<file path="src/rtl/uart_tx_buffered_pkg.sv">
// rtl/uart_tx_buffered_pkg.sv - shared types and constants for the buffered UART transmitter
package uart_tx_buffered_pkg;

    // Serializer state encoding
    typedef enum logic [1:0] {
        ST_IDLE  = 2'd0,
        ST_START = 2'd1,
        ST_DATA  = 2'd2,
        ST_STOP  = 2'd3
    } tx_state_t;

    // One start bit, eight data bits, one stop bit
    localparam int FRAME_BITS = 10;
    localparam int DATA_BITS  = FRAME_BITS - 2;

    // Smallest bit period the serializer can produce
    localparam logic [31:0] MIN_DIV = 32'd2;

    // Clamp the programmed divider so 0 and 1 behave as the minimum period
    function automatic logic [31:0] effective_div(input logic [31:0] div);
        return (div < MIN_DIV) ? MIN_DIV : div;
    endfunction

endpackage

</file>
<file path="src/rtl/uart_tx_buffered_if.sv">
// rtl/uart_tx_buffered_if.sv - byte write handshake between a source and the transmitter
interface uart_tx_buffered_if;
    logic       wr_valid;
    logic [7:0] wr_data;
    logic       wr_ready;

    modport master (
        output wr_valid,
        output wr_data,
        input  wr_ready
    );

    modport slave (
        input  wr_valid,
        input  wr_data,
        output wr_ready
    );
endinterface

</file>
<file path="src/rtl/sync_fifo.sv">
// rtl/sync_fifo.sv - single-clock FIFO with occupancy output and show-ahead read data
module sync_fifo #(
    parameter int WIDTH = 8,
    parameter int DEPTH = 8,
    localparam int AW = $clog2(DEPTH),
    localparam int LW = AW + 1
) (
    input  logic             clk,
    input  logic             resetn,
    input  logic             wr_en,
    input  logic [WIDTH-1:0] wr_data,
    output logic             full,
    input  logic             rd_en,
    output logic [WIDTH-1:0] rd_data,
    output logic             empty,
    output logic [LW-1:0]    level
);

    logic [WIDTH-1:0] mem [DEPTH];
    logic [AW-1:0]    wr_ptr;
    logic [AW-1:0]    rd_ptr;
    logic             do_wr;
    logic             do_rd;

    assign full    = (level == LW'(DEPTH));
    assign empty   = (level == '0);
    assign do_wr   = wr_en && !full;
    assign do_rd   = rd_en && !empty;
    assign rd_data = mem[rd_ptr];

    // Pointers wrap naturally because DEPTH is a power of two; level tracks occupancy
    always_ff @(posedge clk) begin
        if (!resetn) begin
            wr_ptr <= '0;
            rd_ptr <= '0;
            level  <= '0;
        end else begin
            if (do_wr) begin
                wr_ptr <= wr_ptr + 1'b1;
            end
            if (do_rd) begin
                rd_ptr <= rd_ptr + 1'b1;
            end
            case ({do_wr, do_rd})
                2'b10:   level <= level + 1'b1;
                2'b01:   level <= level - 1'b1;
                default: level <= level;
            endcase
        end
    end

    // Storage array; contents need no reset since level gates every read
    always_ff @(posedge clk) begin
        if (do_wr) begin
            mem[wr_ptr] <= wr_data;
        end
    end

endmodule

</file>
<file path="src/rtl/uart_tx_buffered.sv">
// rtl/uart_tx_buffered.sv - 8N1 UART transmitter fed from a byte FIFO with programmable bit period
module uart_tx_buffered
    import uart_tx_buffered_pkg::*;
#(
    parameter int          DEPTH       = 8,
    parameter logic [31:0] DEFAULT_DIV = 32'd140
) (
    input  logic                   clk,
    input  logic                   resetn,
    input  logic                   cfg_div_we,
    input  logic [31:0]            cfg_div_di,
    output logic [31:0]            cfg_div_do,
    uart_tx_buffered_if.slave      wr,
    output logic                   ser_tx,
    output logic                   busy,
    output logic [$clog2(DEPTH):0] fifo_level
);

    tx_state_t   state;
    logic [7:0]  shift_reg;
    logic [2:0]  bit_cnt;
    logic [31:0] div_cnt;
    logic [31:0] div_latched;
    logic [31:0] div_reg;
    logic        line_active;

    logic        fifo_full;
    logic        fifo_empty;
    logic        fifo_rd;
    logic        push;
    logic [7:0]  fifo_head;
    logic        div_end;

    assign cfg_div_do  = div_reg;
    assign wr.wr_ready = !fifo_full;
    assign push        = wr.wr_valid && wr.wr_ready;

    // Last cycle of the current bit period
    assign div_end = (div_cnt == div_latched - 32'd1);

    // Pop from IDLE, or at the end of STOP so frames run back to back
    assign fifo_rd = !fifo_empty &&
                     ((state == ST_IDLE) || ((state == ST_STOP) && div_end));

    // ser_tx lags the state by one cycle, so busy also covers that trailing stop-bit cycle
    assign busy = (state != ST_IDLE) || line_active || !fifo_empty;

    sync_fifo #(
        .WIDTH (8),
        .DEPTH (DEPTH)
    ) u_fifo (
        .clk     (clk),
        .resetn  (resetn),
        .wr_en   (push),
        .wr_data (wr.wr_data),
        .full    (fifo_full),
        .rd_en   (fifo_rd),
        .rd_data (fifo_head),
        .empty   (fifo_empty),
        .level   (fifo_level)
    );

    // Divider register; new values are only picked up when a frame starts
    always_ff @(posedge clk) begin
        if (!resetn) begin
            div_reg <= DEFAULT_DIV;
        end else if (cfg_div_we) begin
            div_reg <= cfg_div_di;
        end
    end

    // Serializer FSM with registered line output
    always_ff @(posedge clk) begin
        if (!resetn) begin
            state       <= ST_IDLE;
            shift_reg   <= '0;
            bit_cnt     <= '0;
            div_cnt     <= '0;
            div_latched <= MIN_DIV;
            ser_tx      <= 1'b1;
            line_active <= 1'b0;
        end else begin
            line_active <= (state != ST_IDLE);

            case (state)
                ST_START: ser_tx <= 1'b0;
                ST_DATA:  ser_tx <= shift_reg[0];
                default:  ser_tx <= 1'b1;
            endcase

            case (state)
                ST_IDLE: begin
                    if (fifo_rd) begin
                        shift_reg   <= fifo_head;
                        div_latched <= effective_div(div_reg);
                        div_cnt     <= '0;
                        bit_cnt     <= '0;
                        state       <= ST_START;
                    end
                end

                ST_START: begin
                    if (div_end) begin
                        div_cnt <= '0;
                        bit_cnt <= '0;
                        state   <= ST_DATA;
                    end else begin
                        div_cnt <= div_cnt + 32'd1;
                    end
                end

                ST_DATA: begin
                    if (div_end) begin
                        div_cnt   <= '0;
                        shift_reg <= {1'b0, shift_reg[7:1]};
                        if (bit_cnt == 3'(DATA_BITS - 1)) begin
                            state <= ST_STOP;
                        end else begin
                            bit_cnt <= bit_cnt + 3'd1;
                        end
                    end else begin
                        div_cnt <= div_cnt + 32'd1;
                    end
                end

                ST_STOP: begin
                    if (div_end) begin
                        div_cnt <= '0;
                        if (fifo_rd) begin
                            shift_reg   <= fifo_head;
                            div_latched <= effective_div(div_reg);
                            bit_cnt     <= '0;
                            state       <= ST_START;
                        end else begin
                            state <= ST_IDLE;
                        end
                    end else begin
                        div_cnt <= div_cnt + 32'd1;
                    end
                end

                default: state <= ST_IDLE;
            endcase
        end
    end

endmodule

</file>
<file path="src/flat_wrapper.sv">
// flat-port wrapper written by rule: the top's interface ports become plain ports
module uart_tx_buffered_flat import uart_tx_buffered_pkg::*;
#(
    parameter int          DEPTH       = 8,
    parameter logic [31:0] DEFAULT_DIV = 32'd140
)
  (clk, resetn, cfg_div_we, cfg_div_di, cfg_div_do, ser_tx, busy, fifo_level, wr_wr_valid, wr_wr_data, wr_wr_ready);
  uart_tx_buffered_if wr_i ();
  input  logic clk;
  input  logic resetn;
  input  logic cfg_div_we;
  input  logic [31:0] cfg_div_di;
  output logic [31:0] cfg_div_do;
  output logic ser_tx;
  output logic busy;
  output logic [$clog2(DEPTH):0] fifo_level;
  input wire logic [$bits(wr_i.wr_valid)-1:0] wr_wr_valid;
  input wire logic [$bits(wr_i.wr_data)-1:0] wr_wr_data;
  output wire logic [$bits(wr_i.wr_ready)-1:0] wr_wr_ready;
  assign wr_i.wr_valid = wr_wr_valid;
  assign wr_i.wr_data = wr_wr_data;
  assign wr_wr_ready = wr_i.wr_ready;
  uart_tx_buffered #(.DEPTH(DEPTH), .DEFAULT_DIV(DEFAULT_DIV)) u_core (.clk(clk), .resetn(resetn), .cfg_div_we(cfg_div_we), .cfg_div_di(cfg_div_di), .cfg_div_do(cfg_div_do), .wr(wr_i), .ser_tx(ser_tx), .busy(busy), .fifo_level(fifo_level));
endmodule
</file>
<file path="config.mk">
export PLATFORM = sky130hd
export DESIGN_NAME = uart_tx_buffered_flat
export DESIGN_NICKNAME = d
export VERILOG_FILES = /design/src/rtl/uart_tx_buffered_pkg.sv /design/src/rtl/uart_tx_buffered_if.sv /design/src/rtl/sync_fifo.sv /design/src/rtl/uart_tx_buffered.sv /design/src/flat_wrapper.sv
export SDC_FILE = /design/constraint.sdc
export NUM_CORES = 1
export LEC_CHECK = 0
export ABC_CLOCK_PERIOD_IN_PS = 4910
export BUFFER_PORTS_ARGS = -buffer_cell sky130_fd_sc_hd__clkbuf_2
export CORE_MARGIN = 5
export CORE_UTILIZATION = 52
export CTS_CLUSTER_SIZE = 25
export DETAILED_ROUTE_END_ITERATION = 16
export PLACE_DENSITY = 0.8
export SLEW_MARGIN = 20
export SYNTH_ARGS = -nofsm -noshare
export SYNTH_HDL_FRONTEND = slang
export SYNTH_SLANG_ARGS = --single-unit
</file>
<file path="constraint.sdc">
create_clock -name clk -period 4.91 [get_ports clk]
set_clock_uncertainty 0.1 [all_clocks]
set_input_delay 0.2455 -clock clk [delete_from_list [all_inputs] [get_ports clk]]
set_output_delay 0.2455 -clock clk [all_outputs]
set_load 0.05 [all_outputs]
</file>
==> summary.md, run 1 <==
| Metric | Value |
|---|---|
| Routed Antenna Nets | 0 |
| Hold WC Path Type | input pin to flop |
| Total track usage | 22.0% |
| Worst vdd ir | 318 uV |
| Core area | 18500 sq um |
| Drt via density | 5.87 |
| Least-Margin Pin Slew | 1.15 ns |
| Overflow left after global routing | 0 |
| Row count | 50 |
| GRT met1 Usage | 26.1% |
| Largest area contributor in the netlist | dfxtp_1 |
| CTS tree | yes |
| DR DRC count | 0 |
| Clk sinks | 188 |
| Multi-input gate area | 4860 sq um |
| CP max FO | 11 |
| Skew-Pair Late Insertion Delay | 0.45 ns |
| Port bufs | between 80 and 90 |
| Met2 Track Usage GR | 38.6% |
| Most used DFF post-synth | dfxtp_1 |
| Filler Cell Count | 1462 |
| Largest net degree at the start of global routing | 77 |
| # nets final | around 1100 |
| Relative slew slack | between 20% and 30% |
| Worst EP required | 5.18 ns |
| Final WL | 23200 microns |
| Layout area overhead | 15.5% |
| Post-synthesis register bit count | 188 |
| Share of cells above drive strength 1 | approximately 16% |
| Crit path kind | flop to flop |
| Synth area leaders | dfxtp_1 (26%), edfxtp_1 (20%), mux2i_1 (8.9%) |
| Antenna fix cells | 0 |
| Largest delay contributor family on the critical path | simple AND/OR/NAND/NOR gates |
| Initial antenna violation count | 0 |
| Pwr Total | 5.57 mW |
| Post-Synthesis Cell Area | 9700 sq um |
| Critical path buffers and inverters | 2 |
| Maximum clock frequency | 217 MHz |
| Non-filler cells, final | 1313 |
| Cell variety after synth | 74 |
| Setup WS post-layout | 0.307 ns |
| Vias in the first global route | 7531 |
| First-pass GRT wire length | 38100 microns |
| Critical Path Source | u_core.div_latched[0]$_SDFFE_PN0P_ |
| Dpl ws | 0.451 ns |
| Syn Area/Cell | 9.97 sq um |
| R2R Path Start | u_core.div_latched[0]$_SDFFE_PN0P_ |
| Total die area | roughly 21000 sq um |
| Post-synth EDFFs | 64 |
| Cells after Synth | just under 1000 |
| Slowest-stage cell, CP | or4b_1 |
| Num CTS Buffers | 17 |
| Crit path capture type | flop |
| DR vias | 7711 |
| CP most frequent cell | ha_1 |
| Critical path launch point type | flop |
| DPL Wire Length | ~16000 microns |
| DRT Pass-1 Iters | 6 |
| Die span in y | 147 microns |
| Sequential area share after synthesis | 45.4% |
| RSZ-0062 raised after global routing | no |
| Initial Util | approximately 52% |
| Setup TNS | 0 ns |
| Leakage power | 4.33 nW |
| Global routing usage on met3 | 4.87% |
| I/O pins | 83 |
| Power Dens Cells | 497 nW/um^2 |
| Data arrival, critical path | about 5 ns |
| Drt wl/cell | roughly 18 microns |
| Yosys warns | 0 |
| Tmin final | 4.60 ns |
| Root Buffer Master | clkbuf_16 |
| Max reg flops | 64 |
| Async SR Flop Fraction | 0% |
| Clock slew seen by the registers of the worst setup and hold paths | 0.08 ns |
| H-tree Lvls | 4 |
| Initial DRC Count | 496 |
| Hold Vio Cnt, Final | 0 |
| CP peak stage delay | approximately 0.5 ns |
| CTS Buffer Depth | 2 |
| Storage element area | 4410 sq um |
| Syn Nets | 1032 |
| Hold WS | between 0.07 and 0.08 ns |
| Max-cap violations | 0 |
| Most used routing layer in global routing | met2 |
| Die width | 147 microns |
| Outcome | finished, final reports clean |
| Post-CTS Setup Bufs | 0 |
| Crit-path cells | inv_1, ha_1, buf_4, nor4b_1, and2_1, a31oi_1, or4b_1, a211oi_1, and4_4, nand4_2, a21oi_2, ha_1, ha_1, a21o_1, a21oi_1, xnor2_1, or3_1, a21boi_0 |
| Inst Count DP | around 1200 |
| Setup Viol. Count Final | 0 |
| Synth top cells by count | dfxtp_1 (124), nand2_1 (122), mux2i_1 (86), nor2_1 (73), edfxtp_1 (64) |
| Largest Register | u_core.u_fifo.mem |
| Hold_sp | resetn |
| Gpl congestion | 0.944 |
| Synth top area share | between 20% and 30% |
| Most frequent cell after synthesis | dfxtp_1 |
| Fin crit share | 93.7% |
| Max-slew violation count | 0 |
-- cell type report --
type | count | area share [%]
timing repair buffer | 137 | 8.26
tap | 234 | 2.61
clock buffer | 17 | 3.80
inverter | 34 | 1.14
multi-input combinational | 688 | 43.4
sequential | 188 | 39.3
clock inverter | 15 | 1.44
-- through the flow --
step | util [%] | area, sq um
2_1_floorplan | - | 9700
3_3_place_gp | 55.1 | 10200
3_5_place_dp | 55.1 | 10200
4_1_cts | 60.5 | 11200
5_1_grt | 60.5 | 11200
6_report | 60.5 | 11200
-- routing by layer --
metal	share of wire [%]	up-vias	wire length, microns
li1	-	3703	-
met1	40	3725	9350
met2	51	227	11900
met3	5.6	56	1310
met4	2.7	0	619
met5	0	-	0
-- power breakdown --
part | total, mW | internal (mW) | switching [mW]
combinational | 2.20 | 0.899 | 1.30
clock | 1.36 | 0.683 | 0.681
sequential | 2.00 | 1.78 | 0.224
-- worst reg2reg max path: cells and delay by family (launching register included) --
family	cells	cell delay [ns]
adder cells (fa/ha/maj)	3	0.66
flip-flops	1	0.40
AND/OR/NAND/NOR	6	1.85
buffers and inverters	2	0.26
XOR/XNOR	1	0.09
AO/OA/AOI/OAI	6	1.17
-- cell families (layout without fill, tap and decap cells) --
kind of cell / after synthesis / count (layout) / share of synthesized area [%]
mux: 110 / 110 / 13.5
fa+ha+maj: 16 / 16 / 2.14
flops: 188 / 188 / 45.4
buf+inv: 96 / 203 / 4.67
compound gates: 130 / 130 / 9.01
xor+xnor: 47 / 47 / 4.54
simple gates: 385 / 385 / 20.7
-- final timing paths --
kind | end | slack [ns] | cells past startpoint
setup reg to reg | u_core.u_fifo.level[3]$_SDFFE_PN0P_ | 0.31 | 18
setup / recovery | u_core.u_fifo.level[3]$_SDFFE_PN0P_ | 0.31 | 18
hold / removal | u_core.cfg_div_do[3]$_SDFFE_PN1P_ | 0.08 | 2
hold reg to reg | u_core.shift_reg[5]$_SDFFE_PN0P_ | 0.36 | 2
-- placed cells by master, fill, tap and decap left out, types with 16 or more instances in the layout --
| master | count |
|---|---|
| xor2_1 | 17 |
| mux2i_1 | 86 |
| inv_1 | 34 |
| clkbuf_2 | 81 |
| nand3_1 | 41 |
| clkbuf_16 | 17 |
| xnor2_1 | 28 |
| nor2_1 | 73 |
| nand2_1 | 122 |
| nor3_1 | 21 |
| nor4_1 | 20 |
| dlygate4sd3_1 | 41 |
| mux4_2 | 16 |
| edfxtp_1 | 64 |
| dfxtp_1 | 123 |
| a21oi_1 | 32 |
-- repair_timing --
action	CTS	global route
gates resized for setup	0	0
endpoints found under the hold margin	97	0
hold buffers	41	0
(Power assumes the default switching activity.)
==> run 2: changes to the inputs <==
Settings changed: RECOVER_POWER set to 100.
==> summary.md, run 2 (same netlist as run 1, synthesis figures left out) <==
| Metric | Value |
|---|---|
| Crit path kind | flop to flop |
| Total die area | 21500 sq um |
| Skew-Pair Late Insertion Delay | 0.45 ns |
| Clock power share | 24.7% |
| # nets final | 1126 |
| Port bufs | 82 |
| CTS Buffer Depth | 2 |
| Data arrival, critical path | 4.87 ns |
| Total track usage | between 20% and 30% |
| Max-slew violation count | 50 |
| Num CTS Buffers | 17 |
| RSZ-0062 raised after global routing | no |
| Initial DRC Count | 456 |
| Least-Margin Pin Slew | 2.50 ns |
| Internal | 3.34 mW |
| Vias in the first global route | roughly 7500 |
| Setup WS post-layout | between 0.3 and 0.4 ns |
| Tmin final | 4.59 ns |
| Setup Viol. Count Final | 0 |
| Combinational group share of total power | 39.1% |
| Antenna fix cells | 0 |
| Die width | roughly 150 microns |
| Storage element area | approximately 4400 sq um |
| Share of cells above drive strength 1 | 11.0% |
| Die span in y | approximately 150 microns |
| Gpl congestion | 0.944 |
| DR DRC count | 0 |
| Hold_buf cts | 41 |
| Commonest non-fill, non-tap cells in the layout | dfxtp_1 (123), nand2_1 (122), mux2i_1 (86) |
| Drt via density | 5.88 |
| Core area | 18500 sq um |
| Drt wl/cell | 17.7 microns |
| Worst EP required | 5.19 ns |
| Initial Util | a little over half |
| DPL Wire Length | 15700 microns |
| Post-CTS resize count | 0 |
| Setup TNS | 0 ns |
| Hold Vio Cnt, Final | 0 |
| Dpl ws | 0.451 ns |
| Switching power total | about 2.2 mW |
| Commonest non-fill, non-tap cell in the layout | dfxtp_1 |
| Final WL | 23200 microns |
| Post-CTS Setup Bufs | 0 |
| CP most frequent cell | ha_1 |
| Filler Cell Count | 1505 |
| Clk sinks | 188 |
| DR vias | 7721 |
| Routed Antenna Nets | 0 |
| Overflow left after global routing | 0 |
| Slowest-stage cell, CP | or4b_1 |
| Sw Share | 39.6% |
| Outcome | finished with violations |
| Failing checks | capacitance limit, slew limit |
| Critical path buffers and inverters | 2 |
| First-pass GRT wire length | 38100 microns |
| Maximum clock frequency | 218 MHz |
| Largest net degree at the start of global routing | 77 |
| Largest delay contributor family on the critical path | simple AND/OR/NAND/NOR gates |
| Initial antenna violation count | 0 |
| Flop pwr share | 36.2% |
| H-tree Lvls | 4 |
| Leakage power | 4.14 nW |
| Row count | 50 |
| Worst vdd ir | 317 uV |
| Max-cap violations | 3 |
| CP max FO | 11 |
| CTS tree | yes |
| Crit-path cells | inv_1, ha_1, buf_4, nor4b_1, and2_1, a31oi_1, or4b_1, a211oi_1, and4_4, nand4_2, a21oi_2, ha_1, ha_1, a21o_1, a21oi_1, xnor2_1, or3_1, a21boi_0 |
| Largest Register | u_core.u_fifo.mem |
| Critical path launch point type | flop |
| DRT Pass-1 Iters | 5 |
| Max reg flops | 64 |
| Power Dens Cells | ~500 nW/um^2 |
| Clock slew seen by the registers of the worst setup and hold paths | 0.08 ns |
| Crit path capture type | flop |
| Fin crit share | about 94% |
| Hold WC Path Type | input pin to flop |
| Root Buffer Master | clkbuf_16 |
| Relative slew slack | -66.8% |
| CP peak stage delay | 0.50 ns |
| I/O pins | 83 |
| Multi-input gate area | 4840 sq um |
| Layout area overhead | 14.5% |
| Hold WS | 0.0732 ns |
[run 2: changes by cell type in the layout (fill, tap and decap cells not counted), sizes merged]
cell	change
buf	-7
clkbuf	+7
[run 2: power by group through the flow]
stage / clock (mW) / sequential (mW) / combinational [mW]
floorplan: 0 / 2.02 / 1.75
global placement: 0 / 2.02 / 2.10
detailed placement: 0 / 2.03 / 2.14
CTS: 1.38 / 2.00 / 2.18
global route: 1.45 / 2.03 / 2.36
finish: 1.36 / 2.00 / 2.16
[run 2: stage by stage]
stage	util [%]	total power, mW	instances	instance area [sq um]
floorplan	-	3.77	972	9700
global placement	55.1	4.12	1240	10200
detailed placement	55.1	4.17	1240	10200
CTS	60.5	5.56	1313	11200
global route	59.9	5.85	1313	11100
finish	59.9	5.53	1313	11100
[run 2: area by class of cell]
cell class / count / share of cell area [%]
clock buffer: 17 / 3.83
clock inverter: 15 / 1.45
inverter: 34 / 1.15
multi-input combinational: 688 / 43.6
sequential: 188 / 39.7
tap: 234 / 2.64
timing repair buffer: 137 / 7.61
[run 2: worst register-to-register path, delay by kind of cell (launching register included)]
kind	cells	cell delay, ns
AND/OR/NAND/NOR	6	1.86
adder cells (fa/ha/maj)	3	0.65
flip-flops	1	0.39
XOR/XNOR	1	0.09
buffers and inverters	2	0.26
AO/OA/AOI/OAI	6	1.18
[run 2: final timing paths]
kind | start | end | slack [ns] | cells past startpoint
setup / recovery | u_core.div_latched[0]$_SDFFE_PN0P_ | u_core.u_fifo.level[3]$_SDFFE_PN0P_ | 0.32 | 18
hold / removal | resetn | u_core.cfg_div_do[3]$_SDFFE_PN1P_ | 0.07 | 2
setup reg to reg | u_core.div_latched[0]$_SDFFE_PN0P_ | u_core.u_fifo.level[3]$_SDFFE_PN0P_ | 0.32 | 18
hold reg to reg | u_core.bit_cnt[1]$_SDFFE_PN0P_ | u_core.bit_cnt[1]$_SDFFE_PN0P_ | 0.36 | 2
[run 2: routing by layer]
metal  routed length [microns]  global-route usage (%)
met5                         0                       0
met4                       653                    9.08
met3                      1190                    4.87
met2                     11900                    38.6
met1                      9470                    26.1
==> run 3: changes to the inputs <==
Settings changed: PLACE_DENSITY 0.8 to 0.77.
==> summary.md, run 3 (same netlist as run 1, synthesis figures left out) <==
| Metric | Value |
|---|---|
| Outcome | finished with violations |
| Failing checks | capacitance limit, slew limit |
| Hold WS | 0.0869 ns |
| Final WL | 22200 microns |
| Hold_buf cts | 39 |
| Clk sinks | 188 |
| Core area | between 15000 and 20000 sq um |
| Post-CTS resize count | 0 |
| Root Buffer Master | clkbuf_16 |
| Num CTS Buffers | 17 |
| Setup Viol. Count Final | 0 |
| DPL Wire Length | around 15000 microns |
| DR DRC count | 0 |
| Power Dens Cells | 503 nW/um^2 |
| Data arrival, critical path | 4.77 ns |
| Drt via density | 5.77 |
| Commonest non-fill, non-tap cell in the layout | dfxtp_1 |
| Vias in the first global route | 7446 |
| Crit path kind | flop to flop |
| Max reg flops | 64 |
| Hold WC Path Type | input pin to flop |
| Gpl congestion | 0.962 |
| CP max FO | 9 |
| CP peak stage delay | roughly 0.53 ns |
| DRT Pass-1 Iters | 5 |
| I/O pins | 83 |
| Largest Register | u_core.u_fifo.mem |
| Layout area overhead | 14.5% |
| Critical path launch point type | flop |
| Crit-path cells | inv_1, ha_1, nor3b_2, nand3_1, or4_1, a41oi_2, a41oi_2, nor4b_4, nand4_2, a21oi_2, ha_1, ha_1, a21o_1, a21oi_1, xnor2_1, or3_1, a21boi_0 |
| Multi-input gate area | 4840 sq um |
| Crit path capture type | flop |
| Initial DRC Count | 611 |
| Initial Util | 52.4% |
| Worst EP required | around 5.2 ns |
| CP most frequent cell | ha_1 |
| Slowest-stage cell, CP | or4_1 |
| Largest delay contributor family on the critical path | simple AND/OR/NAND/NOR gates |
| Worst vdd ir | 322 uV |
| RSZ-0062 raised after global routing | no |
| Initial antenna violation count | 1 |
| Die width | ~150 microns |
| Clock slew seen by the registers of the worst setup and hold paths | ~0.07 ns |
| Routed Antenna Nets | 0 |
| CTS tree | yes |
| Row count | 50 |
| CTS Buffer Depth | 2 |
| # nets final | 1122 |
| Maximum clock frequency | roughly 220 MHz |
| Max-cap violations | 3 |
| Relative slew slack | -59.1% |
| Least-Margin Pin Slew | 2.39 ns |
| H-tree Lvls | 4 |
| Commonest non-fill, non-tap cells in the layout | dfxtp_1 (123), nand2_1 (122), mux2i_1 (86) |
| Tmin final | 4.52 ns |
| Port bufs | 82 |
| Setup TNS | 0 ns |
| Overflow left after global routing | 0 |
| Setup WS post-layout | 0.390 ns |
| Fin crit share | between 90 and 100% |
| First-pass GRT wire length | between 30000 and 40000 microns |
| Leakage power | 4.13 nW |
| Drt wl/cell | 17.0 microns |
| Storage element area | approximately 4400 sq um |
| Total die area | ~21000 sq um |
| Post-CTS Setup Bufs | 0 |
| Filler Cell Count | approximately 1500 |
| Dpl ws | between 0.4 and 0.5 ns |
| Skew-Pair Late Insertion Delay | between 0.4 and 0.5 ns |
| Die span in y | around 150 microns |
| Hold Vio Cnt, Final | 0 |
| Largest net degree at the start of global routing | 67 |
| Share of cells above drive strength 1 | 10.7% |
| Max-slew violation count | 50 |
| DR vias | about 7600 |
| Critical path buffers and inverters | 1 |
| Total track usage | between 20% and 30% |
## run 3: cell types whose count changed in the layout (fill, tap and decap cells not counted), moves of 2 or more
cell	change
bufinv_16	+4
clkinv_8	-3
clkinvlp_2	+2
dlygate4sd3_1	-2
inv_8	-4
## run 3: path summary, 6_finish.rpt
kind,endpoint,from,slack (ns),cells past startpoint
worst max register to register,u_core.u_fifo.level[3]$_SDFFE_PN0P_,u_core.div_latched[0]$_SDFFE_PN0P_,0.39,17
worst max-delay path,u_core.u_fifo.level[3]$_SDFFE_PN0P_,u_core.div_latched[0]$_SDFFE_PN0P_,0.39,17
worst min register to register,u_core.shift_reg[2]$_SDFFE_PN0P_,u_core.shift_reg[2]$_SDFFE_PN0P_,0.36,2
worst min-delay path,u_core.u_fifo.mem[1][7]$_DFFE_PP_,wr_wr_data[7],0.09,1
## run 3: through the flow
step | area [sq um] | std cells | power, mW | utilization (%)
2_1_floorplan | 9700 | 972 | 3.77 | -
3_3_place_gp | 10200 | 1238 | 4.10 | 55.1
3_5_place_dp | 10200 | 1238 | 4.14 | 55.1
4_1_cts | 11200 | 1309 | 5.63 | 60.6
5_1_grt | 11100 | 1310 | 5.92 | 59.9
6_report | 11100 | 1310 | 5.59 | 59.9
## run 3: area by class of cell
type | count | share of cell area (%)
Clock inverter | 14 | 1.74
Timing Repair Buffer | 133 | 7.29
Multi-Input combinational cell | 688 | 43.6
Tap cell | 234 | 2.64
Sequential cell | 188 | 39.7
Antenna cell | 1 | 0.0225
Clock buffer | 18 | 3.87
Inverter | 34 | 1.15
## run 3: metal layers
layer	GRT usage (%)	share of wire (%)
met1	26.6	42
met2	36.5	51
met3	3.72	4.2
met4	8.42	2.6
met5	0	0
## run 3: power by group
part / switching [mW] / internal [mW] / leakage [nW] / total, mW
clock: 0.606 / 0.856 / 0.296 / 1.46
combinational: 1.25 / 0.874 / 2.24 / 2.12
sequential: 0.221 / 1.78 / 1.59 / 2.00
